==> config.mk <==
export PLATFORM = sky130hd
export DESIGN_NAME = jtframe_mr_ddrload_flat
export DESIGN_NICKNAME = d
export VERILOG_FILES = /design/src/rtl/jtframe_mr_ddrload_if.sv /design/src/rtl/jtframe_mr_ddrload.sv /design/src/flat_wrapper.sv
export SDC_FILE = /design/constraint.sdc
export NUM_CORES = 2
export LEC_CHECK = 0
export CORE_MARGIN = 5
export CORE_UTILIZATION = 45
export CTS_CLUSTER_DIAMETER = 30
export DETAILED_ROUTE_END_ITERATION = 12
export GPL_TIMING_DRIVEN = 0
export PLACE_DENSITY_LB_ADDON = 0.12
export SLEW_MARGIN = 20
export SYNTH_ARGS = -nofsm -noshare
export SYNTH_HDL_FRONTEND = slang
export SYNTH_SLANG_ARGS = --single-unit
==> constraint.sdc <==
create_clock -name clk -period 8.1 [get_ports clk]
set_input_delay 1.215 -clock clk [delete_from_list [all_inputs] [get_ports clk]]
set_output_delay 1.215 -clock clk [all_outputs]
set_load 0.02 [all_outputs]
==> src/rtl/jtframe_mr_ddrload_if.sv <==
`default_nettype none
// ============================================================================
//  Module   : jtframe_mr_ddrload_if
//  Purpose  : Bundles the control, DDR burst-read and byte-programming
//             signals of the DDR ROM loader.
//  Modports : master - the loader (drives ddrld_* requests and prog_* bytes)
//             slave  - the environment (DDR mux, SDRAM download, control)
//  Signals  : dl_start/dl_len/busy/done          load control
//             ddrld_burstcnt/addr/rd/busy         Avalon-style read request
//             ddr_dout/ddr_dout_ready             read data return
//             prog_addr/prog_data/prog_we/ack     byte stream out
//  Revision : 1.0 - initial release
// ============================================================================
interface jtframe_mr_ddrload_if;
    logic        dl_start;
    logic [26:0] dl_len;
    logic        busy;
    logic        done;
    logic [7:0]  ddrld_burstcnt;
    logic [28:0] ddrld_addr;
    logic        ddrld_rd;
    logic        ddrld_busy;
    logic [63:0] ddr_dout;
    logic        ddr_dout_ready;
    logic [26:0] prog_addr;
    logic [7:0]  prog_data;
    logic        prog_we;
    logic        prog_ack;

    modport master (
        input  dl_start, dl_len, ddrld_busy, ddr_dout, ddr_dout_ready, prog_ack,
        output busy, done, ddrld_burstcnt, ddrld_addr, ddrld_rd,
               prog_addr, prog_data, prog_we
    );

    modport slave (
        output dl_start, dl_len, ddrld_busy, ddr_dout, ddr_dout_ready, prog_ack,
        input  busy, done, ddrld_burstcnt, ddrld_addr, ddrld_rd,
               prog_addr, prog_data, prog_we
    );
endinterface
`default_nettype wire

==> src/rtl/jtframe_mr_ddrload.sv <==
`default_nettype none
// ============================================================================
//  Module   : jtframe_mr_ddrload
//  Purpose  : Reads a ROM image from DDR in bursts of 64-bit words, buffers
//             each burst and replays it byte by byte (little-endian) on the
//             programming interface.
//  Params   : BASE  - DDR word address of the image's first byte
//             BURST - maximum words per burst (1..32)
//  Ports    : clk   - system clock (shared with the DDR mux side)
//             rst   - asynchronous active-high reset
//             bus   - jtframe_mr_ddrload_if.master (control, DDR, prog)
//  Revision : 1.0 - initial release
// ============================================================================
module jtframe_mr_ddrload #(
    parameter logic [28:0] BASE  = 29'h0600_0000,
    parameter int          BURST = 16
) (
    input  wire logic               clk,
    input  wire logic               rst,
    jtframe_mr_ddrload_if.master    bus
);

    localparam int         AW     = (BURST > 1) ? $clog2(BURST) : 1;
    localparam logic [7:0] BURST8 = 8'(BURST);

    localparam logic [2:0] IDLE  = 3'd0;
    localparam logic [2:0] REQ   = 3'd1;
    localparam logic [2:0] DATA  = 3'd2;
    localparam logic [2:0] DRAIN = 3'd3;
    localparam logic [2:0] DONE  = 3'd4;

    logic [2:0]  state;
    logic [26:0] left;          // bytes still to emit
    logic [26:0] byte_ptr;      // next byte address to emit
    logic [28:0] word_offset;   // word offset of the current burst from BASE
    logic [5:0]  wcnt;          // words received in the current burst
    logic [8:0]  dcnt;          // byte index within the current burst
    logic [63:0] mem [0:(1<<AW)-1];

    // Words for the next burst: min(BURST, ceil(n/8)), 28-bit arithmetic
    function automatic logic [7:0] burst_words(input logic [26:0] n);
        logic [27:0] w;
        w = ({1'b0, n} + 28'd7) >> 3;
        if (w > {20'd0, BURST8})
            return BURST8;
        else
            return w[7:0];
    endfunction

    logic [5:0]  wcnt_inc;
    logic        burst_full;
    logic [8:0]  dcnt_next;
    logic [26:0] left_next;
    logic        last_byte;
    logic [28:0] wo_next;
    logic [63:0] next_word;
    logic [7:0]  next_byte;
    logic [7:0]  first_byte;

    always_comb begin
        wcnt_inc   = wcnt + 6'd1;
        burst_full = ({2'b0, wcnt_inc} == bus.ddrld_burstcnt);
        dcnt_next  = dcnt + 9'd1;
        left_next  = left - 27'd1;
        last_byte  = ({2'b0, dcnt_next} == {bus.ddrld_burstcnt, 3'b000}) ||
                     (left_next == 27'd0);
        wo_next    = word_offset + {21'd0, bus.ddrld_burstcnt};
        next_word  = mem[dcnt_next[AW+2:3]];
        next_byte  = 8'(next_word >> {dcnt_next[2:0], 3'b000});
        // A one-word burst completes on the very cycle word 0 arrives, so
        // the first byte must bypass the buffer in that case.
        first_byte = (wcnt == 6'd0) ? bus.ddr_dout[7:0] : mem[0][7:0];
    end

    // Burst buffer: contents are don't-care across reset
    always_ff @(posedge clk) begin
        if (state == DATA && bus.ddr_dout_ready)
            mem[wcnt[AW-1:0]] <= bus.ddr_dout;
    end

    always_ff @(posedge clk or posedge rst) begin
        if (rst) begin
            state              <= IDLE;
            left               <= 27'd0;
            byte_ptr           <= 27'd0;
            word_offset        <= 29'd0;
            wcnt               <= 6'd0;
            dcnt               <= 9'd0;
            bus.busy           <= 1'b0;
            bus.done           <= 1'b0;
            bus.ddrld_rd       <= 1'b0;
            bus.ddrld_addr     <= BASE;
            bus.ddrld_burstcnt <= BURST8;
            bus.prog_we        <= 1'b0;
            bus.prog_addr      <= 27'd0;
            bus.prog_data      <= 8'd0;
        end else begin
            case (state)
                IDLE: begin
                    if (bus.dl_start) begin
                        left        <= bus.dl_len;
                        byte_ptr    <= 27'd0;
                        word_offset <= 29'd0;
                        bus.busy    <= 1'b1;
                        if (bus.dl_len == 27'd0) begin
                            state <= DONE;
                        end else begin
                            state              <= REQ;
                            bus.ddrld_rd       <= 1'b1;
                            bus.ddrld_addr     <= BASE;
                            bus.ddrld_burstcnt <= burst_words(bus.dl_len);
                        end
                    end
                end
                REQ: begin
                    if (!bus.ddrld_busy) begin
                        bus.ddrld_rd <= 1'b0;
                        wcnt         <= 6'd0;
                        state        <= DATA;
                    end
                end
                DATA: begin
                    if (bus.ddr_dout_ready) begin
                        wcnt <= wcnt_inc;
                        if (burst_full) begin
                            state         <= DRAIN;
                            dcnt          <= 9'd0;
                            bus.prog_we   <= 1'b1;
                            bus.prog_addr <= byte_ptr;
                            bus.prog_data <= first_byte;
                        end
                    end
                end
                DRAIN: begin
                    if (bus.prog_ack) begin
                        byte_ptr <= byte_ptr + 27'd1;
                        left     <= left_next;
                        if (last_byte) begin
                            bus.prog_we <= 1'b0;
                            word_offset <= wo_next;
                            if (left_next == 27'd0) begin
                                // done is raised here so it lands the cycle
                                // right after the final ack
                                bus.done <= 1'b1;
                                bus.busy <= 1'b0;
                                state    <= DONE;
                            end else begin
                                state              <= REQ;
                                bus.ddrld_rd       <= 1'b1;
                                bus.ddrld_addr     <= BASE + wo_next;
                                bus.ddrld_burstcnt <= burst_words(left_next);
                            end
                        end else begin
                            dcnt          <= dcnt_next;
                            bus.prog_addr <= byte_ptr + 27'd1;
                            bus.prog_data <= next_byte;
                        end
                    end
                end
                DONE: begin
                    // Entered with done already high after a real load, or
                    // low for a zero-length load which pulses it one cycle later
                    if (bus.done) begin
                        bus.done <= 1'b0;
                        state    <= IDLE;
                    end else begin
                        bus.done <= 1'b1;
                        bus.busy <= 1'b0;
                    end
                end
                default: state <= IDLE;
            endcase
        end
    end

endmodule
`default_nettype wire

==> src/flat_wrapper.sv <==
// flat-port wrapper written by rule: the top's interface ports become plain ports
module jtframe_mr_ddrload_flat 
#(
    parameter logic [28:0] BASE  = 29'h0600_0000,
    parameter int          BURST = 16
)
  (clk, rst, bus_dl_start, bus_dl_len, bus_ddrld_busy, bus_ddr_dout, bus_ddr_dout_ready, bus_prog_ack, bus_busy, bus_done, bus_ddrld_burstcnt, bus_ddrld_addr, bus_ddrld_rd, bus_prog_addr, bus_prog_data, bus_prog_we);
  jtframe_mr_ddrload_if bus_i ();
  input  wire logic clk;
  input  wire logic rst;
  input wire logic [$bits(bus_i.dl_start)-1:0] bus_dl_start;
  input wire logic [$bits(bus_i.dl_len)-1:0] bus_dl_len;
  input wire logic [$bits(bus_i.ddrld_busy)-1:0] bus_ddrld_busy;
  input wire logic [$bits(bus_i.ddr_dout)-1:0] bus_ddr_dout;
  input wire logic [$bits(bus_i.ddr_dout_ready)-1:0] bus_ddr_dout_ready;
  input wire logic [$bits(bus_i.prog_ack)-1:0] bus_prog_ack;
  output wire logic [$bits(bus_i.busy)-1:0] bus_busy;
  output wire logic [$bits(bus_i.done)-1:0] bus_done;
  output wire logic [$bits(bus_i.ddrld_burstcnt)-1:0] bus_ddrld_burstcnt;
  output wire logic [$bits(bus_i.ddrld_addr)-1:0] bus_ddrld_addr;
  output wire logic [$bits(bus_i.ddrld_rd)-1:0] bus_ddrld_rd;
  output wire logic [$bits(bus_i.prog_addr)-1:0] bus_prog_addr;
  output wire logic [$bits(bus_i.prog_data)-1:0] bus_prog_data;
  output wire logic [$bits(bus_i.prog_we)-1:0] bus_prog_we;
  assign bus_i.dl_start = bus_dl_start;
  assign bus_i.dl_len = bus_dl_len;
  assign bus_i.ddrld_busy = bus_ddrld_busy;
  assign bus_i.ddr_dout = bus_ddr_dout;
  assign bus_i.ddr_dout_ready = bus_ddr_dout_ready;
  assign bus_i.prog_ack = bus_prog_ack;
  assign bus_busy = bus_i.busy;
  assign bus_done = bus_i.done;
  assign bus_ddrld_burstcnt = bus_i.ddrld_burstcnt;
  assign bus_ddrld_addr = bus_i.ddrld_addr;
  assign bus_ddrld_rd = bus_i.ddrld_rd;
  assign bus_prog_addr = bus_i.prog_addr;
  assign bus_prog_data = bus_i.prog_data;
  assign bus_prog_we = bus_i.prog_we;
  jtframe_mr_ddrload #(.BASE(BASE), .BURST(BURST)) u_core (.clk(clk), .rst(rst), .bus(bus_i));
endmodule
==> results.sh <==
export IMPL_met3_length_mm=10.6
export IMPL_grt_first_pass_wirelength_mm=216
export IMPL_hold_class="register to register"
export IMPL_routed_top_layer="met5"
export IMPL_min_period_over_period=0.789
export IMPL_power_static_leakage_nw=22.6
export IMPL_post_cts_setup_buffer_count=0
export IMPL_total_switching_power_mw=5.36
export IMPL_clk_transition_reported_paths_ns=0.05
export IMPL_clkSinkCount=1201
export IMPL_final_cell_mix="sky130_fd_sc_hd__edfxtp_1 (1,024), sky130_fd_sc_hd__clkbuf_16 (287), sky130_fd_sc_hd__mux4_2 (256)"
export IMPL_place_port_buffers=172
export IMPL_dr_wl_met2_mm=73.5
export IMPL_pin_count_of_the_biggest_net_entering_global_routing=92
export IMPL_drt_vias_per_instance=5.87
export IMPL_start_util=0.452
export IMPL_maxSlewViolCount=0
export IMPL_count_of_cells_resized_by_post_cts_repair=0
export IMPL_post_route_util=0.574
export IMPL_comb_power_share=0.126
export IMPL_postSynthAreaPerCell_sq_um=16.3
export IMPL_timing_critical_path_required_ns=8.84
export IMPL_floorplan_die_width_um=346
export IMPL_status="completed"
export IMPL_worst_skew_late_latency_ns=0.86
export IMPL_fin_cells=5316
export IMPL_num_nets_final=3723
export IMPL_setup_repair_after_global_routing_missed_its_margin="no"
export IMPL_largest_clock_skew_in_the_final_design_ns=0.0653
export IMPL_postCtsHoldBufs=0
export IMPL_detailedRoute_firstPassIterationCount=5
export IMPL_die_y_um=346
export IMPL_finalWeightedCongestion=0.872
export IMPL_cts_tree="yes"
export IMPL_congestion_overflow_gr=0
export IMPL_floorplan_io_pins=173
export IMPL_critical_path_endpoint_type="register"
export IMPL_ys_ff_latch=1201
export IMPL_core_area_sq_mm=0.112
export IMPL_flow_area_growth_from_synthesis_pct=26.9
export IMPL_synth_main_ff_cell="sky130_fd_sc_hd__edfxtp_1"
export IMPL_detailedPlace_worstSlack_ns=1.69
export IMPL_synth_nets=3223
export IMPL_max_slew_margin=0.207
export IMPL_critical_path_startpoint_type="register"
export IMPL_post_place_cells=4820
export IMPL_cts_inserted_buffers=283
export IMPL_htreeDepth=5
export IMPL_synth_cell_area_sq_mm=0.0508
export IMPL_route_antenna_remaining_nets=0
export IMPL_total_die_area_sq_mm=0.120
export IMPL_worstPathMaxFanout=10
export IMPL_finalSetupViolCount=0
export IMPL_postSynthCellCount=3107
export IMPL_power_switching_share=0.263
export IMPL_async_flop_share=0.147
export IMPL_report_power_total_mw=20.4
export IMPL_ys_warnings_count=0
export IMPL_maxClockFrequency_ghz=0.156
export IMPL_max_cap_violations=0
export IMPL_timing_final_hold_violations=0
export IMPL_cts_root_to_sink_buffers=4
export IMPL_fin_setup_tns_ns=0
export IMPL_detail_route_drc_violations=0
export IMPL_irDropWorstVdd_v=0.000248
export IMPL_power_per_cell_area_mw_per_mm2=317
export IMPL_first_global_vias=32093
export IMPL_drt_initial_drc_count=2863
export IMPL_synth_enable_flop_cells=1024
export IMPL_layout_setup_ws_ns=1.71
export IMPL_dr_total_vias=31195
export IMPL_hpwlAfterDp_mm=98.0
export IMPL_synth_yosys_seq_area_share=0.693
export IMPL_netlist_cell_type_count=85
export IMPL_drive_above_1_share=0.218
export IMPL_routed_wl_mm=149
export IMPL_cellInternalPower_mw=15.1
export IMPL_power_share_clock=0.524
export IMPL_p_seq_frac=0.350
export IMPL_avgRoutedWirePerCell_um=28.0
export IMPL_wirelength_met1_mm=58.9
export IMPL_path_class="register to register"
export IMPL_number_of_antenna_violations_at_the_first_check_in_global_routing=9
export IMPL_timing_worst_slew_pin_value_ns=1.19
export IMPL_cts_root_buf="sky130_fd_sc_hd__clkbuf_16"
export IMPL_grt_total_usage=0.244
export IMPL_std_cell_rows=123
export IMPL_fin_crit_ns=6.39
export IMPL_layout_commonest_cell="sky130_fd_sc_hd__edfxtp_1"
export IMPL_worst_path_arrival_time_ns=7.13
## area by class of cell
| cell class | count | area [sq um] |
|---|---|---|
| sequential | 1201 | 35200 |
| clock buffer | 331 | 7450 |
| antenna | 5 | 12.5 |
| multi-input combinational | 1688 | 14900 |
| clock inverter | 158 | 1610 |
| tap | 1500 | 1880 |
| inverter | 24 | 97.6 |
| timing repair buffer | 215 | 2590 |
| buffer | 194 | 785 |
| fill | 8591 | 47900 |
## kinds of logic (layout without fill, tap and decap cells)
logic type / count (synthesis) / count (layout) / synth area share
other: 0 / 5 / 0
AND/OR/NAND/NOR: 661 / 661 / 0.0654
adder cells (fa/ha/maj): 19 / 19 / 0.00483
AO/OA/AOI/OAI: 545 / 545 / 0.0676
XOR/XNOR: 107 / 107 / 0.0190
flip-flops: 1201 / 1201 / 0.693
multiplexers: 356 / 356 / 0.134
buffers and inverters: 218 / 922 / 0.0168
## registers in the layout (all words and copies together), names as in the netlist
name / flops
u_core.byte_ptr: 27
u_core.bus.prog_we: 1
u_core.mem: 1024
u_core.bus.ddrld_addr: 29
u_core.bus.ddrld_rd: 1
u_core.bus.prog_addr: 27
u_core.bus.busy: 1
u_core.bus.prog_data: 8
u_core.bus.ddrld_burstcnt: 8
u_core.word_offset: 29
u_core.state: 3
u_core.dcnt: 9
u_core.wcnt: 6
u_core.bus.done: 1
u_core.left: 27
## power by group through the flow
| stage | clock (mW) | sequential (mW) | combinational, mW |
|---|---|---|---|
| after detailed placement | 0 | 7.24 | 2.53 |
| after CTS | 10.8 | 7.14 | 2.55 |
| final | 10.7 | 7.14 | 2.58 |
| after global routing | 11.2 | 7.15 | 2.77 |
| after floorplan | 0 | 7.23 | 1.42 |
| after global placement | 0 | 7.24 | 2.46 |
## cells in the mapped netlist (11+ instances only)
cell type,count,area (sq um)
sky130_fd_sc_hd__mux2i_1,82,821
sky130_fd_sc_hd__nor2b_1,66,413
sky130_fd_sc_hd__o211ai_1,18,135
sky130_fd_sc_hd__ha_1,18,225
sky130_fd_sc_hd__o21ai_0,179,896
sky130_fd_sc_hd__xnor2_1,54,473
sky130_fd_sc_hd__a211oi_1,71,533
sky130_fd_sc_hd__buf_2,16,80.1
sky130_fd_sc_hd__nor2_1,113,424
sky130_fd_sc_hd__a31oi_1,11,68.8
sky130_fd_sc_hd__buf_1,33,124
sky130_fd_sc_hd__edfxtp_1,1024,30700
sky130_fd_sc_hd__or3_1,11,68.8
sky130_fd_sc_hd__inv_1,23,86.3
sky130_fd_sc_hd__and3_1,29,181
sky130_fd_sc_hd__a21oi_1,111,556
sky130_fd_sc_hd__xor2_1,51,447
sky130_fd_sc_hd__clkbuf_1,142,533
sky130_fd_sc_hd__and2_1,25,156
sky130_fd_sc_hd__mux2_2,17,191
sky130_fd_sc_hd__nand2_1,218,818
sky130_fd_sc_hd__nand4_1,21,131
sky130_fd_sc_hd__mux4_2,256,5770
sky130_fd_sc_hd__o31ai_1,53,398
sky130_fd_sc_hd__nor3_1,28,140
sky130_fd_sc_hd__nand3_1,65,325
sky130_fd_sc_hd__dfrtp_1,174,4350
sky130_fd_sc_hd__a22o_1,15,131
sky130_fd_sc_hd__nor4_1,25,156
sky130_fd_sc_hd__nand2b_1,11,68.8
sky130_fd_sc_hd__a22oi_1,18,135
## per-stage QoR
step | hold slack, ns | area [sq um]
floorplan | 0.453 | 50800
detailed placement | 0.470 | 55400
global route | 0.499 | 64500
CTS | 0.480 | 64400
global placement | 0.463 | 54400
finish | 0.471 | 64500
## metal layers
| layer | track usage | vias to the layer above |
|---|---|---|
| met5 | 0 | - |
| li1 | - | 13503 |
| met2 | 0.408 | 1297 |
| met3 | 0.0568 | 320 |
| met4 | 0.0958 | 8 |
| met1 | 0.313 | 16067 |
## final timing paths
| kind | start | to | slack [ns] | depth (start not counted) |
|---|---|---|---|---|
| setup / recovery | u_core.left[0] | u_core.bus.ddrld_burstcnt[1] | 1.71 | 17 |
| hold / removal | u_core.bus.prog_addr[17] | u_core.bus.prog_addr[17] | 0.47 | 2 |
| setup reg to reg | u_core.left[0] | u_core.bus.ddrld_burstcnt[1] | 1.71 | 17 |
| hold reg to reg | u_core.bus.prog_addr[17] | u_core.bus.prog_addr[17] | 0.47 | 2 |
| max in group asynchronous | rst | u_core.left[13] | 6.30 | 4 |
| min in group asynchronous | rst | u_core.bus.ddrld_addr[9] | 0.69 | 2 |
## critical path, cell delays in order (launching register included)
cell	delay, ns
sky130_fd_sc_hd__dfrtp_1	0.41
sky130_fd_sc_hd__clkbuf_1	0.26
sky130_fd_sc_hd__inv_1	0.11
sky130_fd_sc_hd__ha_1	0.14
sky130_fd_sc_hd__buf_2	0.20
sky130_fd_sc_hd__or4b_1	0.47
sky130_fd_sc_hd__buf_2	0.21
sky130_fd_sc_hd__nor4_2	0.72
sky130_fd_sc_hd__nand3_1	0.30
sky130_fd_sc_hd__a2111oi_0	0.96
sky130_fd_sc_hd__nand4_1	0.49
sky130_fd_sc_hd__or3_1	0.53
sky130_fd_sc_hd__o21ai_2	0.37
sky130_fd_sc_hd__or2_1	0.26
sky130_fd_sc_hd__buf_4	0.23
sky130_fd_sc_hd__buf_2	0.31
sky130_fd_sc_hd__nand2_1	0.17
sky130_fd_sc_hd__o211ai_1	0.14
(Power assumes the default switching activity.)
